### config.mk
export PLATFORM = sky130hd
export DESIGN_NAME = gtfwizard_0_gtf_common_drp_ctrl
export DESIGN_NICKNAME = d
export VERILOG_FILES = /design/src/rtl/gtf_drp_pkg.sv /design/src/rtl/gtf_drp_timeout.sv /design/src/rtl/gtfwizard_0_gtf_common_drp_ctrl.sv
export SDC_FILE = /design/constraint.sdc
export NUM_CORES = 1
export LEC_CHECK = 0
export CAP_MARGIN = 20
export CORE_UTILIZATION = 46
export CTS_BUF_LIST = sky130_fd_sc_hd__clkbuf_4 sky130_fd_sc_hd__clkbuf_8
export CTS_CLUSTER_SIZE = 16
export DETAILED_ROUTE_END_ITERATION = 6
export PLACE_DENSITY_LB_ADDON = 0.1
export SLEW_MARGIN = 20
export SYNTH_ARGS = -nofsm -noshare
export SYNTH_HDL_FRONTEND = slang
export SYNTH_SLANG_ARGS = --single-unit
### constraint.sdc
create_clock -name gtf_cm_drpclk -period 1.75 [get_ports gtf_cm_drpclk]
set_input_delay 0.35 -clock gtf_cm_drpclk [delete_from_list [all_inputs] [get_ports gtf_cm_drpclk]]
set_output_delay 0.35 -clock gtf_cm_drpclk [all_outputs]
set_load 0.02 [all_outputs]
### src/rtl/gtf_drp_pkg.sv
// Shared encodings and helpers for the GTF common DRP master.
package gtf_drp_pkg;

   localparam logic [1:0] DRP_OP_RD  = 2'b00;
   localparam logic [1:0] DRP_OP_WR  = 2'b01;
   localparam logic [1:0] DRP_OP_RMW = 2'b10;

   typedef enum logic [1:0] {
      StIdle,
      StRdWait,
      StWrWait,
      StResp
   } drp_state_e;

   // Bits set in mask come from wd, the rest keep the value read back.
   function automatic logic [15:0] drp_merge(input logic [15:0] rd,
                                             input logic [15:0] wd,
                                             input logic [15:0] mask);
      return (rd & ~mask) | (wd & mask);
   endfunction

endpackage

### src/rtl/gtf_drp_timeout.sv
// Saturating 16-bit wait counter; flags expiry once TIMEOUT_CYCLES cycles have elapsed.
module gtf_drp_timeout #(
   parameter int unsigned TIMEOUT_CYCLES = 1023
) (
   input  logic clk_i,
   input  logic rst_ni,
   input  logic clr_i,
   input  logic en_i,
   output logic expired_o
);

   logic [15:0] cnt_q, cnt_d;

   // Clear wins over count; hold at all-ones so the count never wraps.
   always_comb begin
      cnt_d = cnt_q;
      if (clr_i) begin
         cnt_d = '0;
      end else if (en_i && (cnt_q != 16'hFFFF)) begin
         cnt_d = cnt_q + 16'd1;
      end
   end

   // Counter state.
   always_ff @(posedge clk_i or negedge rst_ni) begin
      if (!rst_ni) begin
         cnt_q <= '0;
      end else begin
         cnt_q <= cnt_d;
      end
   end

   assign expired_o = (cnt_q >= 16'(TIMEOUT_CYCLES));

endmodule

### src/rtl/gtfwizard_0_gtf_common_drp_ctrl.sv
// DRP master for the GTF common block: single read, write and read-modify-write with timeout.
module gtfwizard_0_gtf_common_drp_ctrl
   import gtf_drp_pkg::*;
#(
   parameter int unsigned ADDR_W         = 16,
   parameter int unsigned TIMEOUT_CYCLES = 1023
) (
   input  logic              gtf_cm_drpclk,
   input  logic              gtf_cm_drprst_n,
   input  logic              req_valid,
   output logic              req_ready,
   input  logic [1:0]        req_op,
   input  logic [ADDR_W-1:0] req_addr,
   input  logic [15:0]       req_wdata,
   input  logic [15:0]       req_wmask,
   output logic              rsp_valid,
   output logic [15:0]       rsp_data,
   output logic              rsp_err,
   output logic              drpen,
   output logic              drpwe,
   output logic [ADDR_W-1:0] drpaddr,
   output logic [15:0]       drpdi,
   input  logic [15:0]       drpdo,
   input  logic              drprdy
);

   drp_state_e        state_q, state_d;
   logic [1:0]        op_q, op_d;
   logic [15:0]       wdata_q, wdata_d;
   logic [15:0]       mask_q, mask_d;
   logic              ready_q, ready_d;
   logic              rsp_valid_q, rsp_valid_d;
   logic [15:0]       rsp_data_q, rsp_data_d;
   logic              rsp_err_q, rsp_err_d;
   logic              drpen_q, drpen_d;
   logic              drpwe_q, drpwe_d;
   logic [ADDR_W-1:0] drpaddr_q, drpaddr_d;
   logic [15:0]       drpdi_q, drpdi_d;
   logic              tmo_clr, tmo_en, tmo_expired;
   logic              rdy_ok;
   logic [1:0]        op_norm;
   logic [15:0]       merged;

   // The slave cannot answer in the strobe cycle itself, so ready is only honoured afterwards.
   assign rdy_ok  = drprdy && !drpen_q;
   assign tmo_en  = (state_q == StRdWait) || (state_q == StWrWait);
   assign merged  = drp_merge(drpdo, wdata_q, mask_q);
   // Reserved encoding behaves as a read.
   assign op_norm = (req_op == DRP_OP_WR)  ? DRP_OP_WR  :
                    (req_op == DRP_OP_RMW) ? DRP_OP_RMW : DRP_OP_RD;

   gtf_drp_timeout #(
      .TIMEOUT_CYCLES (TIMEOUT_CYCLES)
   ) u_timeout (
      .clk_i     (gtf_cm_drpclk),
      .rst_ni    (gtf_cm_drprst_n),
      .clr_i     (tmo_clr),
      .en_i      (tmo_en),
      .expired_o (tmo_expired)
   );

   // Next-state and registered-output logic for the request/strobe/response sequence.
   always_comb begin
      state_d     = state_q;
      op_d        = op_q;
      wdata_d     = wdata_q;
      mask_d      = mask_q;
      rsp_valid_d = 1'b0;
      rsp_data_d  = rsp_data_q;
      rsp_err_d   = rsp_err_q;
      drpen_d     = 1'b0;
      drpwe_d     = drpwe_q;
      drpaddr_d   = drpaddr_q;
      drpdi_d     = drpdi_q;
      tmo_clr     = 1'b0;
      unique case (state_q)
         StIdle: begin
            if (req_valid && ready_q) begin
               op_d      = op_norm;
               wdata_d   = req_wdata;
               mask_d    = req_wmask;
               drpaddr_d = req_addr;
               drpen_d   = 1'b1;
               tmo_clr   = 1'b1;
               if (op_norm == DRP_OP_WR) begin
                  drpwe_d = 1'b1;
                  drpdi_d = req_wdata;
                  state_d = StWrWait;
               end else begin
                  drpwe_d = 1'b0;
                  state_d = StRdWait;
               end
            end
         end
         StRdWait: begin
            if (rdy_ok) begin
               if (op_q == DRP_OP_RMW) begin
                  drpen_d = 1'b1;
                  drpwe_d = 1'b1;
                  drpdi_d = merged;
                  tmo_clr = 1'b1;
                  state_d = StWrWait;
               end else begin
                  rsp_valid_d = 1'b1;
                  rsp_data_d  = drpdo;
                  rsp_err_d   = 1'b0;
                  state_d     = StResp;
               end
            end else if (tmo_expired) begin
               rsp_valid_d = 1'b1;
               rsp_data_d  = '0;
               rsp_err_d   = 1'b1;
               state_d     = StResp;
            end
         end
         StWrWait: begin
            if (rdy_ok) begin
               rsp_valid_d = 1'b1;
               rsp_data_d  = drpdi_q;
               rsp_err_d   = 1'b0;
               state_d     = StResp;
            end else if (tmo_expired) begin
               rsp_valid_d = 1'b1;
               rsp_data_d  = '0;
               rsp_err_d   = 1'b1;
               state_d     = StResp;
            end
         end
         StResp: begin
            state_d = StIdle;
         end
         default: begin
            state_d = StIdle;
         end
      endcase
      // Registered so that ready reads low while reset is held.
      ready_d = (state_d == StIdle);
   end

   // State and output registers.
   always_ff @(posedge gtf_cm_drpclk or negedge gtf_cm_drprst_n) begin
      if (!gtf_cm_drprst_n) begin
         state_q     <= StIdle;
         op_q        <= DRP_OP_RD;
         wdata_q     <= '0;
         mask_q      <= '0;
         ready_q     <= 1'b0;
         rsp_valid_q <= 1'b0;
         rsp_data_q  <= '0;
         rsp_err_q   <= 1'b0;
         drpen_q     <= 1'b0;
         drpwe_q     <= 1'b0;
         drpaddr_q   <= '0;
         drpdi_q     <= '0;
      end else begin
         state_q     <= state_d;
         op_q        <= op_d;
         wdata_q     <= wdata_d;
         mask_q      <= mask_d;
         ready_q     <= ready_d;
         rsp_valid_q <= rsp_valid_d;
         rsp_data_q  <= rsp_data_d;
         rsp_err_q   <= rsp_err_d;
         drpen_q     <= drpen_d;
         drpwe_q     <= drpwe_d;
         drpaddr_q   <= drpaddr_d;
         drpdi_q     <= drpdi_d;
      end
   end

   assign req_ready = ready_q;
   assign rsp_valid = rsp_valid_q;
   assign rsp_data  = rsp_data_q;
   assign rsp_err   = rsp_err_q;
   assign drpen     = drpen_q;
   assign drpwe     = drpwe_q;
   assign drpaddr   = drpaddr_q;
   assign drpdi     = drpdi_q;

endmodule

After elaboration in Yosys (flattened, before gate mapping)
Cells that the tools add are included.
{ "word_totals": {"regBits": 105, "wordCells": 86} }
{ "classes": {"add_sub_neg": 1, "n_lt_le_gt_ge": 1, "eq_ne": 13, "muxes": 40, "bitwise": 4, "reduce_logical": 14} }
{ "op_table": {"columns": ["op", "count"], "rows": [
  ["$mux W16", 10],
  ["$pmux W16 S2", 2],
  ["$and A16 B16 Y16", 2],
  ["$add A16 B1 Y16 const B", 1],
  ["$ge A16 B10 Y1 const B", 1],
  ["$mux W1", 16],
  ["$ne A16 B16 Y1 const B", 1],
  ["$not A16 Y16", 1],
  ["$or A16 B16 Y16", 1],
  ["$mux W2", 7],
  ["$eq A2 B2 Y1 const B", 4],
  ["$pmux W1 S2", 4],
  ["$pmux W2 S4", 1],
  ["$eq A2 B1 Y1 const B", 3],
  ["$ne A2 B2 Y1 const B", 3],
  ["$reduce_bool A2 Y1", 3],
  ["$reduce_and A5 Y1", 1],
  ["$logic_not A2 Y1", 2],
  ["$reduce_and A2 Y1", 2],
  ["$reduce_and A4 Y1", 1],
  ["$logic_and A1 B1 Y1", 3],
  ["$ne A3 B3 Y1 const B", 1],
  ["$ne A2 B1 Y1 const B", 1],
  ["$logic_not A1 Y1", 1],
  ["$logic_or A1 B1 Y1", 1]
]} }

Longest topological paths before layout
{ "logic_depth": {"word_depth": 8, "depth_mapped": 9, "ltp_nobuf": 7} }

Cells and area by module
A second synthesis with hierarchy kept.
{ "unflattened": {"hier_cells": 394, "hier_area_um2": 4983.5} }
{ "modules_own_cells": {"columns": ["module", "n_inst", "cells_each", "area_per_inst_um2", "seq_area_each_um2"], "rows": [
  ["gtfwizard_0_gtf_common_drp_ctrl", 1, 290, 4017.6, 2227.1],
  ["gtf_drp_timeout", 1, 104, 965.9, 400.4]
]} }

Worst setup path before layout
OpenSTA, ideal clock, no wires.
{ "synth_timing": {"path_type": "flip-flop to flip-flop", "start": "register state_q[0]", "end": "register rsp_data_q[3], in the netlist rsp_data[3]", "setup_time_ns": 0.139, "t_arrival_ns": 1.716, "t_required_ns": 1.611, "setup_slack_ns": -0.106, "path_stages_with_launch": 10, "path_buffers": 3, "synth_period_minus_slack_ns": 1.856, "path_cell_list": "dfrtp_1 -> inv_1 -> ha_1 -> buf_2 -> inv_1 -> or3b_1 -> clkbuf_1 -> buf_2 -> nand2_1 -> o22ai_1"} }
{ "synth_between": {"elab_chain_cells": 3, "elab_cells_between_ends": 6, "classes_between": "eq/ne (3); mux (1); reduce/logical (2)"} }
{ "synth_rtl": {"columns": ["item", "line_no", "source"], "rows": [
  ["from (decl)", "gtfwizard_0_gtf_common_drp_ctrl.sv:27", "drp_state_e state_q, state_d;"],
  ["from (signal assigned)", "gtfwizard_0_gtf_common_drp_ctrl.sv:143", "state_q <= StIdle;"],
  ["from (signal assigned)", "gtfwizard_0_gtf_common_drp_ctrl.sv:156", "state_q <= state_d;"],
  ["$eq A2 B1 Y1 / $eq A2 B2 Y1 (equally long branches)", "gtfwizard_0_gtf_common_drp_ctrl.sv:76", "unique case (state_q)"],
  ["$ne A3 B3 Y1 (no source line) / $reduce_bool A2 Y1 (equally long branches)", null, null],
  ["$reduce_and A2 Y1 (no source line)", null, null],
  ["to (signal assigned)", "gtfwizard_0_gtf_common_drp_ctrl.sv:162", "rsp_data_q <= rsp_data_d;"],
  ["to (decl)", "gtfwizard_0_gtf_common_drp_ctrl.sv:33", "logic [15:0] rsp_data_q, rsp_data_d;"]
]} }
Parallel ways exist; a longest one is shown, timed or not.
A chain may end at the register's enable or synchronous reset.

Worst setup path after layout
{ "layout_timing": {"start": "register state_q[0]", "end": "register rsp_data_q[2], in the netlist rsp_data[2]"} }
Same word-level chain as after synthesis.

==> flow_summary.yaml <==
run_status:
  status: "completed"
place:
  io_buffers: 122
  dp_hpwl_um: 8300
  gp_congestion: 0.830
  place_inst: 692
  dpl_cell_area_um2: 6560
  pre_cts_ws_ps: -201
critical_path:
  cp_data_arrival_time_ps: 1980
  rr_startpoint: "state_q[0]$_DFF_PN0_"
  critPathRequiredTime_ps: 2010
  reg2reg_slack_ps: 30
  r2r_cells: 8
  crit_path_start_kind: "flop"
  crit_type: "reg2reg"
  r2r-end: "rsp_data[2]$_DFFE_PN0P_"
  cp-end-kind: "flop"
  path_max_fanout: 33
global_routing:
  grt_pass1_wl_um: 18600
  grt_pass1_vias: 3907
  grt_max_degree: 71
  grt_util_all_layers_pct: 21.4
  antenna_found_initial: 0
  gr-total-overflow: 0
clock_tree:
  numCtsBuffers: 9
  path_clk_slew_ps: 110
  cts_tree: "built"
  cts_num_sinks: 105
  htree_levels: 3
  worstSkewPairLatency_ps: 380
  cts_buffer_depth: 2
  cts-root-buf: "clkbuf_8"
routing:
  wl_per_cell_um: 16.2
  drt_first_pass_iters: 4
  postRouteAntennaNets: 0
  via_per_inst: 5.35
  dr_total_vias: 3819
  drc: 0
  routed_wl_um: 11600
  drtIter0Drc: 139
logic_synthesis:
  synthFlopType: "dfrtp_1"
  synth_edf_count: 0
  async_reset_ff_share_pct: 100
  yosysSeqAreaShare_pct: 53.8
  synth-seq-cells: 105
  postSynthAreaPerCell_um2: 11.9
  yosysWarnings: 0
  syn_area_um2: 4880
  synth_cell_types: 44
  syn_inst: 412
  synth_nets: 486
run:
  cap_viol_max_count: 0
pwr:
  power_mw: 12.2
  power_frac_comb_pct: 52.8
  peakVddDrop_uv: 1060
  seq_power_share_pct: 35.2
  swShare_pct: 38.1
  p_switching_mw: 4.65
  powerDensity_nw_per_um2: 1760
  power_leakage_nw: 3.27
  p_int_mw: 7.57
  clockPowerShare_pct: 11.9
floorplan:
  num_rows: 37
  start_util_pct: 47.3
  die_h_um: 105
  dieArea_um2: 11000
  ioPinCount: 123
  fp.dieW_um: 105
  fp.coreArea_um2: 10300
timing:
  hold_violations: 0
  skew_ps: 20.1
  period_share_pct: 98.5
  setup-violations-final: 0
  worst_slew_pin_slew_ps: 458
  clock.fmax_mhz: 580
  layout_setup_ws_ps: 25.8
  relSlewSlack_pct: 69.5
  fin_crit_ps: 1720
  rsz0062_at_grt: "yes"
  timing.setup.tns_ps: 0
  drv_slew: 0
hold_path:
  min_path_type: "in2async"
finish:
  fin_area_um2: 6930
  final_cells: 714
  final_nets: 647
  drive_above_1_share_pct: 27.0
  diodes: 0
  area_delta_synth_final_pct: 41.9
flip-flops by register name, summed over array words and instances, names as in the netlist:
name / flops
rsp_err: 1
state_q: 2
rsp_valid: 1
wdata_q: 16
rsp_data: 16
req_ready: 1
drpen: 1
drpwe: 1
drpaddr: 16
mask_q: 16
drpdi: 16
op_q: 2
u_timeout.cnt_q: 16
synthesized netlist by cell type, types with 2 or more instances:
library cell / number / area, um2
mux2_2: 64 / 721
buf_1: 5 / 18.8
dfrtp_1: 105 / 2630
nor4_1: 3 / 18.8
o31ai_1: 3 / 22.5
o21ai_1: 6 / 30.0
ha_1: 4 / 50.1
and2_1: 4 / 25.0
nor2_1: 21 / 78.8
buf_2: 11 / 55.1
clkbuf_1: 2 / 7.51
nand3_2: 3 / 30.0
or4_1: 4 / 30.0
mux2i_1: 32 / 320
o21a_1: 3 / 22.5
o211ai_1: 3 / 22.5
or2_2: 2 / 12.5
buf_4: 2 / 15.0
nand3b_1: 2 / 15.0
a21oi_1: 32 / 160
or3_1: 8 / 50.1
nand4_2: 2 / 25.0
and4_1: 3 / 26.3
and3_1: 3 / 18.8
nand2_1: 28 / 105
nand4_1: 5 / 31.3
inv_1: 4 / 15.0
o21ai_0: 7 / 35.0
nand3_1: 7 / 35.0
o22ai_1: 17 / 106
nor3_1: 2 / 10.0
nand2b_1: 3 / 18.8
critical path, stage by stage, from the launching register on:
cell and delay (ps):
dfrtp_1 400, inv_2 60, ha_4 290, buf_4 110, inv_2 30, or3b_4 380
buf_12 180, nand2_1 80, o22ai_1 70
worst max path at each step:
| stage | from | endpoint | depth (start not counted) |
|---|---|---|---|
| 2_1_floorplan | state_q[0]$_DFF_PN0_ | rsp_data[3]$_DFFE_PN0P_ | 9 |
| 4_1_cts | u_timeout.cnt_q[0]$_DFFE_PN0P_ | u_timeout.cnt_q[9]$_DFFE_PN0P_ | 6 |
| 6_report | state_q[0]$_DFF_PN0_ | rsp_data[2]$_DFFE_PN0P_ | 8 |
| 3_5_place_dp | state_q[0]$_DFF_PN0_ | u_timeout.cnt_q[15]$_DFFE_PN0P_ | 5 |
| 5_1_grt | state_q[0]$_DFF_PN0_ | u_timeout.cnt_q[3]$_DFFE_PN0P_ | 7 |
| 3_3_place_gp | state_q[0]$_DFF_PN0_ | u_timeout.cnt_q[15]$_DFFE_PN0P_ | 5 |
through the flow:
stage,hold slack (ps),util (%)
after floorplan,54.4,-
after global placement,399,63.6
after detailed placement,401,63.6
after CTS,516,65.7
after global routing,532,67.2
final,512,67.2
power by group through the flow:
stage / logic [mW] / registers, mW / clock network, mW
6_report: 6.46 / 4.30 / 1.46
5_1_grt: 6.98 / 4.46 / 1.58
4_1_cts: 6.41 / 4.30 / 1.51
3_5_place_dp: 6.38 / 4.35 / 0
3_3_place_gp: 6.22 / 4.28 / 0
2_1_floorplan: 3.17 / 4.92 / 0
cell usage in the layout, fill, tap and decap left out, types with 2 or more instances in the layout:
cell type and instances:
dfrtp_1 104, clkdlybuf4s50_1 87, mux2_2 64, buf_4 42, mux2i_1 32, a21oi_1 30, nand2_1 28, dlymetal6s2s_1 26
nor2_1 21, o22ai_1 16, clkbuf_8 9, or3_1 8, dlygate4sd2_1 8, o21ai_0 7, nand3_1 7, o21ai_1 6
buf_12 6, nand4_1 5, inv_2 4, nand2b_1 3, o21a_1 3, and3_1 3, and2_1 3, o211ai_1 3
o31ai_1 3, nand3b_1 2, nand3_2 2, and4_1 2, nor4_1 2, nand4_2 2, or4_4 2, a21oi_2 2
nor3_1 2, or4_1 2, ha_1 2, inv_6 2, clkinvlp_4 2
kinds of logic (layout without fill, tap and decap cells):
logic type	count (synthesis)	in the layout	share of synthesized area (%)
DFF	105	105	53.8
and+or+nand+nor	105	105	12.1
AOI/OAI and AO/OA	76	76	9.20
adders and majority gates	4	4	1.02
muxes	96	96	21.3
buffers and inverters	26	192	2.59
routing by layer:
metal	routed length, um	GRT usage (%)	vias up
li1	-	-	1837
met1	5030	27.2	1887
met2	5980	37.1	80
met3	364	4.24	15
met4	191	6.04	0
met5	0	0	-
timing repair:
action                     4_1_cts  5_1_grt
cloned                           0        0
hold endpoints to repair        46        0
setup endpoints to repair       34       67
hold buffers                     1        0
pin swaps                        2        9
setup buffers                    2        4
gates resized for setup         10       41
area by class of cell:
cell class / instances / area, um2
sequential: 105 / 2630
fill: 794 / 3390
clock inverter: 6 / 60.1
clock buffer: 10 / 131
timing repair buffer: 171 / 1720
multi-input combinational: 281 / 2200
tap: 136 / 170
inverter: 5 / 18.8
Note: power is estimated with default switching activity, not from simulation.
